### config.mk
export PLATFORM = sky130hd
export DESIGN_NAME = uart_tx_arbiter_flat
export DESIGN_NICKNAME = d
export VERILOG_FILES = /design/src/rtl/uart_tx_arbiter_if.sv /design/src/rtl/uart_tx_arbiter.sv /design/src/flat_wrapper.sv
export SDC_FILE = /design/constraint.sdc
export NUM_CORES = 1
export LEC_CHECK = 0
export ABC_AREA = 1
export BUFFER_PORTS_ARGS = -buffer_cell sky130_fd_sc_hd__clkbuf_2
export CAP_MARGIN = 10
export CORE_MARGIN = 1
export CORE_UTILIZATION = 50
export CTS_BUF_LIST = sky130_fd_sc_hd__clkbuf_16
export DETAILED_ROUTE_END_ITERATION = 8
export PLACE_DENSITY = 0.81
export REMOVE_ABC_BUFFERS = 1
export SYNTH_ARGS = -nofsm -noshare
export SYNTH_HDL_FRONTEND = slang
export SYNTH_SLANG_ARGS = --single-unit
### constraint.sdc
create_clock -name clk -period 3.6 [get_ports clk]
set_input_delay 0.36 -clock clk [delete_from_list [all_inputs] [get_ports clk]]
set_output_delay 0.36 -clock clk [all_outputs]
set_load 0.03 [all_outputs]
### src/rtl/uart_tx_arbiter_if.sv
// Bundle between two byte requesters, the TX FIFO write port and the arbiter.
// Handshake: requester k raises reqk with datak/lastk and holds all three stable
// until ackk. ackk is a same-cycle acceptance. wr qualifies w_data and is never
// high while tx_full is high.
interface uart_tx_arbiter_if #(
   parameter int DBIT = 8
) ();
   logic            req0;
   logic [DBIT-1:0] data0;
   logic            last0;
   logic            ack0;
   logic            req1;
   logic [DBIT-1:0] data1;
   logic            last1;
   logic            ack1;
   logic            tx_full;
   logic [DBIT-1:0] w_data;
   logic            wr;
   logic [1:0]      grant;

   modport master (
      output req0, data0, last0, req1, data1, last1, tx_full,
      input  ack0, ack1, w_data, wr, grant
   );

   modport slave (
      input  req0, data0, last0, req1, data1, last1, tx_full,
      output ack0, ack1, w_data, wr, grant
   );
endinterface

### src/rtl/uart_tx_arbiter.sv
// Frame-granular round-robin arbiter that shares one TX FIFO write port between
// two byte requesters, with burst-limit and stall-timeout forced release.
module uart_tx_arbiter #(
   parameter int DBIT      = 8,
   parameter int MAX_BURST = 16,
   parameter int TIMEOUT   = 64
) (
   input  logic               clk,
   input  logic               reset,
   uart_tx_arbiter_if.slave   bus,
   output logic [1:0]         dbg_state
);

   localparam int BW = (MAX_BURST > 1) ? $clog2(MAX_BURST) : 1;
   localparam int IW = (TIMEOUT > 1) ? $clog2(TIMEOUT) : 1;
   localparam logic [BW-1:0] BURST_LAST = BW'(MAX_BURST - 1);
   localparam logic [IW-1:0] IDLE_LAST  = IW'(TIMEOUT - 1);

   typedef enum logic [1:0] {
      IDLE = 2'd0,
      GNT0 = 2'd1,
      GNT1 = 2'd2
   } state_t;

   state_t          state;
   logic            rr_ptr;
   logic [BW-1:0]   burst_cnt;
   logic [IW-1:0]   idle_cnt;

   logic            granted;
   logic            own_req;
   logic            own_last;
   logic [DBIT-1:0] own_data;
   logic            xfer;
   logic            release_now;

   // Owner-side view of the request: everything below is written in terms of k.
   always_comb begin
      own_req  = 1'b0;
      own_last = 1'b0;
      own_data = '0;
      unique case (state)
         GNT0: begin
            own_req  = bus.req0;
            own_last = bus.last0;
            own_data = bus.data0;
         end
         GNT1: begin
            own_req  = bus.req1;
            own_last = bus.last1;
            own_data = bus.data1;
         end
         default: ;
      endcase
   end

   assign granted = (state != IDLE);
   assign xfer    = granted & own_req & ~bus.tx_full;

   // Last byte and burst limit on the same transfer are one release event.
   assign release_now = granted &
                        ((xfer & (own_last | (burst_cnt == BURST_LAST))) |
                         (~own_req & (idle_cnt == IDLE_LAST)));

   assign bus.wr     = xfer;
   assign bus.w_data = own_data;
   assign bus.ack0   = xfer & (state == GNT0);
   assign bus.ack1   = xfer & (state == GNT1);
   assign bus.grant  = {state == GNT1, state == GNT0};
   assign dbg_state  = state;

   always_ff @(posedge clk) begin
      if (!reset) begin
         state     <= IDLE;
         rr_ptr    <= 1'b0;
         burst_cnt <= '0;
         idle_cnt  <= '0;
      end else begin
         unique case (state)
            IDLE: begin
               burst_cnt <= '0;
               idle_cnt  <= '0;
               if (bus.req0 && bus.req1)
                  state <= rr_ptr ? GNT1 : GNT0;
               else if (bus.req0)
                  state <= GNT0;
               else if (bus.req1)
                  state <= GNT1;
            end
            GNT0, GNT1: begin
               if (release_now) begin
                  // Always drop through IDLE so the other port gets a fair tie.
                  state     <= IDLE;
                  rr_ptr    <= (state == GNT0);
                  burst_cnt <= '0;
                  idle_cnt  <= '0;
               end else begin
                  if (xfer)
                     burst_cnt <= burst_cnt + 1'b1;
                  if (own_req)
                     idle_cnt <= '0;
                  else
                     idle_cnt <= idle_cnt + 1'b1;
               end
            end
            default: state <= IDLE;
         endcase
      end
   end

endmodule
### src/flat_wrapper.sv
// flat-port wrapper written by rule: the top's interface ports become plain ports
module uart_tx_arbiter_flat 
#(
   parameter int DBIT      = 8,
   parameter int MAX_BURST = 16,
   parameter int TIMEOUT   = 64
)
  (clk, reset, dbg_state, bus_req0, bus_data0, bus_last0, bus_req1, bus_data1, bus_last1, bus_tx_full, bus_ack0, bus_ack1, bus_w_data, bus_wr, bus_grant);
  uart_tx_arbiter_if #(.DBIT(DBIT)) bus_i ();
  input  logic clk;
  input  logic reset;
  output logic [1:0] dbg_state;
  input wire logic [$bits(bus_i.req0)-1:0] bus_req0;
  input wire logic [$bits(bus_i.data0)-1:0] bus_data0;
  input wire logic [$bits(bus_i.last0)-1:0] bus_last0;
  input wire logic [$bits(bus_i.req1)-1:0] bus_req1;
  input wire logic [$bits(bus_i.data1)-1:0] bus_data1;
  input wire logic [$bits(bus_i.last1)-1:0] bus_last1;
  input wire logic [$bits(bus_i.tx_full)-1:0] bus_tx_full;
  output wire logic [$bits(bus_i.ack0)-1:0] bus_ack0;
  output wire logic [$bits(bus_i.ack1)-1:0] bus_ack1;
  output wire logic [$bits(bus_i.w_data)-1:0] bus_w_data;
  output wire logic [$bits(bus_i.wr)-1:0] bus_wr;
  output wire logic [$bits(bus_i.grant)-1:0] bus_grant;
  assign bus_i.req0 = bus_req0;
  assign bus_i.data0 = bus_data0;
  assign bus_i.last0 = bus_last0;
  assign bus_i.req1 = bus_req1;
  assign bus_i.data1 = bus_data1;
  assign bus_i.last1 = bus_last1;
  assign bus_i.tx_full = bus_tx_full;
  assign bus_ack0 = bus_i.ack0;
  assign bus_ack1 = bus_i.ack1;
  assign bus_w_data = bus_i.w_data;
  assign bus_wr = bus_i.wr;
  assign bus_grant = bus_i.grant;
  uart_tx_arbiter #(.DBIT(DBIT), .MAX_BURST(MAX_BURST), .TIMEOUT(TIMEOUT)) u_core (.clk(clk), .reset(reset), .bus(bus_i), .dbg_state(dbg_state));
endmodule
==> results of run 1 <==
[state kept, by name (all words and copies together) (netlist names)]
signal	flops
u_core.rr_ptr	1
u_core.burst_cnt	4
u_core.dbg_state	2
u_core.idle_cnt	6
[metrics by stage]
stage / setup WS, ns / power, mW
global placement: 1.51 / 0.790
CTS: 1.12 / 1.02
detailed placement: 1.39 / 0.808
global route: 0.990 / 1.10
floorplan: 1.11 / 0.685
finish: 1.14 / 1.02
[tightest hold or removal path: stages]
cell,delay [ns]
clkbuf_2,0.15
nand2_1,0.09
nor2_1,0.03
[where the power goes]
part | total [mW] | internal [mW] | switching (mW)
Combinational | 0.592 | 0.190 | 0.402
Clock | 0.210 | 0.147 | 0.0633
Sequential | 0.217 | 0.180 | 0.0368
Total | 1.02 | 0.517 | 0.502
[cell type report]
cell class | count | area (sq um) | area share [%]
clock buffer | 3 | 75.1 | 5.78
multi-input combinational | 115 | 684 | 52.7
timing repair buffer | 37 | 185 | 14.3
sequential | 13 | 260 | 20.0
inverter | 15 | 56.3 | 4.34
clock inverter | 1 | 3.75 | 0.289
tap | 27 | 33.8 | 2.60
[metal layers]
layer,vias to the layer above,track usage (%),wire (um)
met4,0,14.3,29
met5,-,0,0
met2,22,42.5,1310
li1,546,-,-
met3,4,5.00,76
met1,476,29.0,1030
[logic make-up (layout without fill, tap and decap cells)]
logic type | after synthesis | count (layout) | synth area share, %
AND/OR/NAND/NOR | 80 | 80 | 42.0
adder cells (fa/ha/maj) | 6 | 6 | 7.31
XOR/XNOR | 6 | 6 | 5.12
flip-flops | 13 | 13 | 25.3
buffers and inverters | 18 | 56 | 8.04
AO/OA/AOI/OAI | 23 | 23 | 12.2
[synthesized netlist by cell type]
library cell  number  area [sq um]
xor2_1             4          35.0
ha_1               6          75.1
buf_6              2          22.5
clkbuf_1           1          3.75
clkinv_1           1          3.75
nor2_1             8          30.0
xnor2_1            2          17.5
nand3_1           13          65.1
o21ai_0            1          5.00
a21oi_1           18          90.1
or2_4              1          8.76
nand4_1            1          6.26
nand2_4            1          11.3
o21a_1             1          7.51
o21ai_1            1          5.00
nor2_8             2          40.0
dfxtp_1           13           260
nand2_8            2          40.0
nand2_1           45           169
nand3_2            1          10.0
inv_1             14          52.6
nand3_4            1          17.5
a21oi_2            2          17.5
nand3b_1           2          15.0
nand2_2            3          18.8
[path summary, 6_finish.rpt]
path                                     from                          endpoint  cells past startpoint
max          u_core.dbg_state[1]$_SDFFE_PN0P_                          bus_ack0                      7
min                                     reset  u_core.burst_cnt[1]$_SDFFE_PN0P_                      3
max reg2reg  u_core.dbg_state[1]$_SDFFE_PN0P_   u_core.idle_cnt[0]$_SDFFE_PN0P_                     10
min reg2reg        u_core.rr_ptr$_SDFFE_PN0P_        u_core.rr_ptr$_SDFFE_PN0P_                      2
==> qor.yml, run 1 <==
status:
  outcome: "finished clean"
route:
  vias: 1048
  wl_per_cell_um: 11.6
  drc: 0
  postRouteAntennaNets: 0
  wl_um: 2450
  first_iter_violations: 15
  via_per_inst: 4.97
  dr.pass1.iters: 4
synth:
  syn_avg_cell_area_sq_um: 7.04
  synth_area_sq_um: 1030
  syn_inst: 146
  synth_seq_cells: 13
  yosysWarnings: 0
  seq_area_frac_synth_pct: 25.3
  synth_cell_type_count: 25
finish:
  final_cell_mix: "45 x nand2_1, 37 x clkbuf_2, 18 x a21oi_1, 15 x inv_1"
  postLayoutCellArea_sq_um: 1300
  drive_above_1_share_pct: 28.8
  fillers: 172
  nNetsFinal: 214
  final_common_cell: "nand2_1"
  diodes: 0
  stdcell_count: 211
  fin_util_pct: 66.9
  area_growth_pct: 26.4
clock_tree:
  clockBufferDepth: 2
  tritoncts: "done"
  postCtsSetupBuffers: 0
  cts_hold_buf: 0
  htreeDepth: 1
  cts_resized: 0
  insertion_delay_ns: 0.24
  cts-root-buf: "clkbuf_16"
  clk_pin_slew_ns: 0.05
  cts_buffers: 3
  cts.sinks: 13
pwr:
  leakage_nw: 0.645
  power.density_nw_per_um2: 785
  ir_drop_mv: 0.415
worst_setup_path:
  crit_path_end_kind: "output port"
  cp.required_ns: 3.24
  crit_top_cell: "inv_1"
  slowest_stage: "ha_1"
  worst_setup_path_start_kind: "flop"
  crit_path_max_incr_delay_ns: 0.62
  cp_top_family: "adder cells"
  crit_type: "reg2out"
  cp_max_fo: 10
  critPathArrivalTime_ns: 2.10
  reg2reg_slack_ns: 1.51
  worstPathCellList: "inv_1 > ha_1 > nand2_2 > nor2_8 > inv_1 > nor2_1 > clkbuf_2"
  worst-path-buf-inv: 3
sta:
  worst_clock_skew_ns: 0.00388
  hold_slack_ns: 0.433
  hold_violations: 0
  drv_slew: 0
  slew_headroom_pct: 66.2
  min_period_ns: 2.46
  finalSetupViolCount: 0
  worst_pin_slew_ns: 0.507
  tns_ns: 0
  period_share_pct: 68.4
  fmax_mhz: 406
  rsz0062_at_grt: "false"
floorplanning:
  placementRows: 16
  die_area_sq_um: 2240
  io_pins: 38
  die_y_um: 47.3
  core_area_sq_um: 1940
  die_x_um: 47.3
  initial_core_util_pct: 52.9
placed_design:
  place_area_sq_um: 1220
  dp_cells: 207
  gp_congestion: 0.774
  hpwl_um: 1830
  port_buffers: 37
global_route:
  grt_overflow_total: 0
  grt.total_usage_pct: 25.0
  grt_pass1_vias: 929
  antenna_found_initial: 0
  grt_max_degree: 14
  grt_pass1_wl_um: 3910
run:
  cap_viol_max_count: 0
worst_hold_path:
  holdCritPathClass: "in2reg"
(Power assumes the default switching activity.)
==> run 2, diff against run 1 <==
--- a/config.mk
+++ b/config.mk
@@ -9,10 +9,10 @@
 export BUFFER_PORTS_ARGS = -buffer_cell sky130_fd_sc_hd__clkbuf_2
 export CAP_MARGIN = 10
 export CORE_MARGIN = 1
-export CORE_UTILIZATION = 50
+export CORE_UTILIZATION = 48
 export CTS_BUF_LIST = sky130_fd_sc_hd__clkbuf_16
 export DETAILED_ROUTE_END_ITERATION = 8
-export PLACE_DENSITY = 0.81
+export PLACE_DENSITY = 0.78
 export REMOVE_ABC_BUFFERS = 1
 export SYNTH_ARGS = -nofsm -noshare
 export SYNTH_HDL_FRONTEND = slang
==> constraint.sdc (replaced) <==
create_clock -name clk -period 2.5 [get_ports clk]
set_input_delay 0.25 -clock clk [delete_from_list [all_inputs] [get_ports clk]]
set_output_delay 0.25 -clock clk [all_outputs]
set_load 0.03 [all_outputs]
==> run 2 against run 1 <==
Against the previous run: total power grew 46%; die area is 4.0% higher; sequential power increased by 43%; register-to-register slack lost 0.95 ns; global-route usage fell by 4.4 points; via count decreased by 1.8%; first-iteration DRC count rose by 33%; clock power is 42% higher; final area rose by 0.58%; clock skew barely moved; combinational power rose by 48%; utilization fell by 0.97 points; critical path type unchanged; critical endpoint unchanged; highest routed layer unchanged.
==> qor.yml, run 2 (synthesis results as in run 1) <==
worst_setup_path:
  reg2reg_slack_ns: 0.56
  r2r_cells: 12
  worst_setup_path_start_kind: "flop"
  worstReg2RegStart: "u_core.dbg_state[1]$_SDFFE_PN0P_"
  r2r_end: "u_core.idle_cnt[0]$_SDFFE_PN0P_"
  critPathArrivalTime_ns: 1.93
  crit_type: "reg2out"
  cp.required_ns: 2.25
  crit_path_end_kind: "output port"
  cp_max_fo: 13
finish:
  largest-register: "u_core.idle_cnt"
  fillers: 177
  diodes: 0
  nNetsFinal: 215
  area_growth_pct: 27.2
  largest_reg_flops: 6
  final_cell_mix: "45 x nand2_1, 37 x clkbuf_2, 18 x a21oi_1, 15 x inv_1"
  drive_above_1_share_pct: 29.2
  final_common_cell: "nand2_1"
pwr:
  p_total_mw: 1.48
  ir_drop_mv: 0.802
  power.density_nw_per_um2: 1140
  leakage_nw: 0.650
global_route:
  grt_max_degree: 14
  grt.total_usage_pct: 20.6
  grt_pass1_wl_um: 3420
  grt_overflow_total: 0
  grt_pass1_vias: 865
  antenna_found_initial: 0
floorplanning:
  die_area_sq_um: 2330
  core_area_sq_um: 1980
  placementRows: 16
  initial_core_util_pct: 51.8
  die_y_um: 48.3
  die_x_um: 48.3
  io_pins: 38
route:
  wl_um: 2330
  first_iter_violations: 20
  postRouteAntennaNets: 0
  vias: 1029
  wl_per_cell_um: 11.0
  via_per_inst: 4.85
  drc: 0
  dr.pass1.iters: 4
sta:
  rsz0062_at_grt: "false"
  worst_pin_slew_ns: 0.422
  fmax_mhz: 459
  finalSetupViolCount: 0
  period_share_pct: 87.1
  worst_clock_skew_ns: 0.00368
  hold_slack_ns: 0.317
  slew_headroom_pct: 71.9
  hold_violations: 0
  fin_ws_ns: 0.322
  drv_slew: 0
  tns_ns: 0
  min_period_ns: 2.18
clock_tree:
  clockBufferDepth: 2
  cts_hold_buf: 0
  cts.sinks: 13
  postCtsSetupBuffers: 0
  tritoncts: "done"
  cts_buffers: 3
  insertion_delay_ns: 0.24
  cts_resized: 0
  clk_pin_slew_ns: 0.05
  cts-root-buf: "clkbuf_16"
  htreeDepth: 1
worst_hold_path:
  hold_start: "reset"
  hold_depth: 3
  hold_end: "u_core.burst_cnt[0]$_SDFFE_PN0P_"
  holdCritPathClass: "in2reg"
placed_design:
  hpwl_um: 1820
  port_buffers: 37
  dp_slack_ns: 0.565
  gp_congestion: 0.794
status:
  outcome: "finished clean"
run:
  cap_viol_max_count: 0
## run 2: cell types whose count changed in the layout (fill, tap and decap cells not counted)
| cell | delta |
|---|---|
| buf_4 | +1 |
## run 2: worst max-delay path by stage
| stage | start | to | cells past startpoint |
|---|---|---|---|
| after floorplan | u_core.dbg_state[0]$_SDFFE_PN0P_ | bus_ack0 | 7 |
| after global placement | u_core.dbg_state[1]$_SDFFE_PN0P_ | bus_ack0 | 9 |
| after detailed placement | u_core.dbg_state[1]$_SDFFE_PN0P_ | u_core.idle_cnt[0]$_SDFFE_PN0P_ | 12 |
| after CTS | u_core.dbg_state[1]$_SDFFE_PN0P_ | bus_ack0 | 9 |
| after global routing | u_core.dbg_state[1]$_SDFFE_PN0P_ | bus_ack1 | 9 |
| final | u_core.dbg_state[1]$_SDFFE_PN0P_ | bus_ack0 | 9 |
## run 2: routing by layer
metal | up-vias | global-route usage (%) | share of wire (%) | wire length, um
li1 | 543 | - | - | -
met3 | 2 | 5.19 | 2.7 | 63
met2 | 13 | 37.1 | 52 | 1210
met1 | 471 | 24.7 | 45 | 1040
met5 | - | 0 | 0 | 0
met4 | 0 | 3.89 | 0.52 | 12
## run 2: metrics by stage
stage          std cells  utilization, %  cell area [sq um]
2_1_floorplan        143               -               1000
3_3_place_gp         208            61.9               1230
3_5_place_dp         208            61.9               1230
4_1_cts              212            65.9               1310
5_1_grt              212            65.9               1310
6_report             212            65.9               1310
## run 2: final cells by class
type | count | area, sq um | share of cell area, %
Multi-Input combinational cell | 115 | 684 | 52.4
Sequential cell | 13 | 260 | 19.9
Timing Repair Buffer | 38 | 193 | 14.8
Clock buffer | 3 | 75.1 | 5.75
Inverter | 15 | 56.3 | 4.31
Tap cell | 27 | 33.8 | 2.59
Clock inverter | 1 | 3.75 | 0.287
## run 2: critical path: stages, from the launching register on
cell and delay [ns]:
dfxtp_1 0.33, inv_1 0.11, ha_1 0.42, nand2_1 0.11
nand2_1 0.10, nand2_2 0.10, nor2_8 0.11, inv_1 0.10
nor2_1 0.10, clkbuf_2 0.21
## run 2: report_power, final
group	switching (mW)	internal [mW]
registers	0.0510	0.260
logic	0.587	0.289
clock network	0.0870	0.211
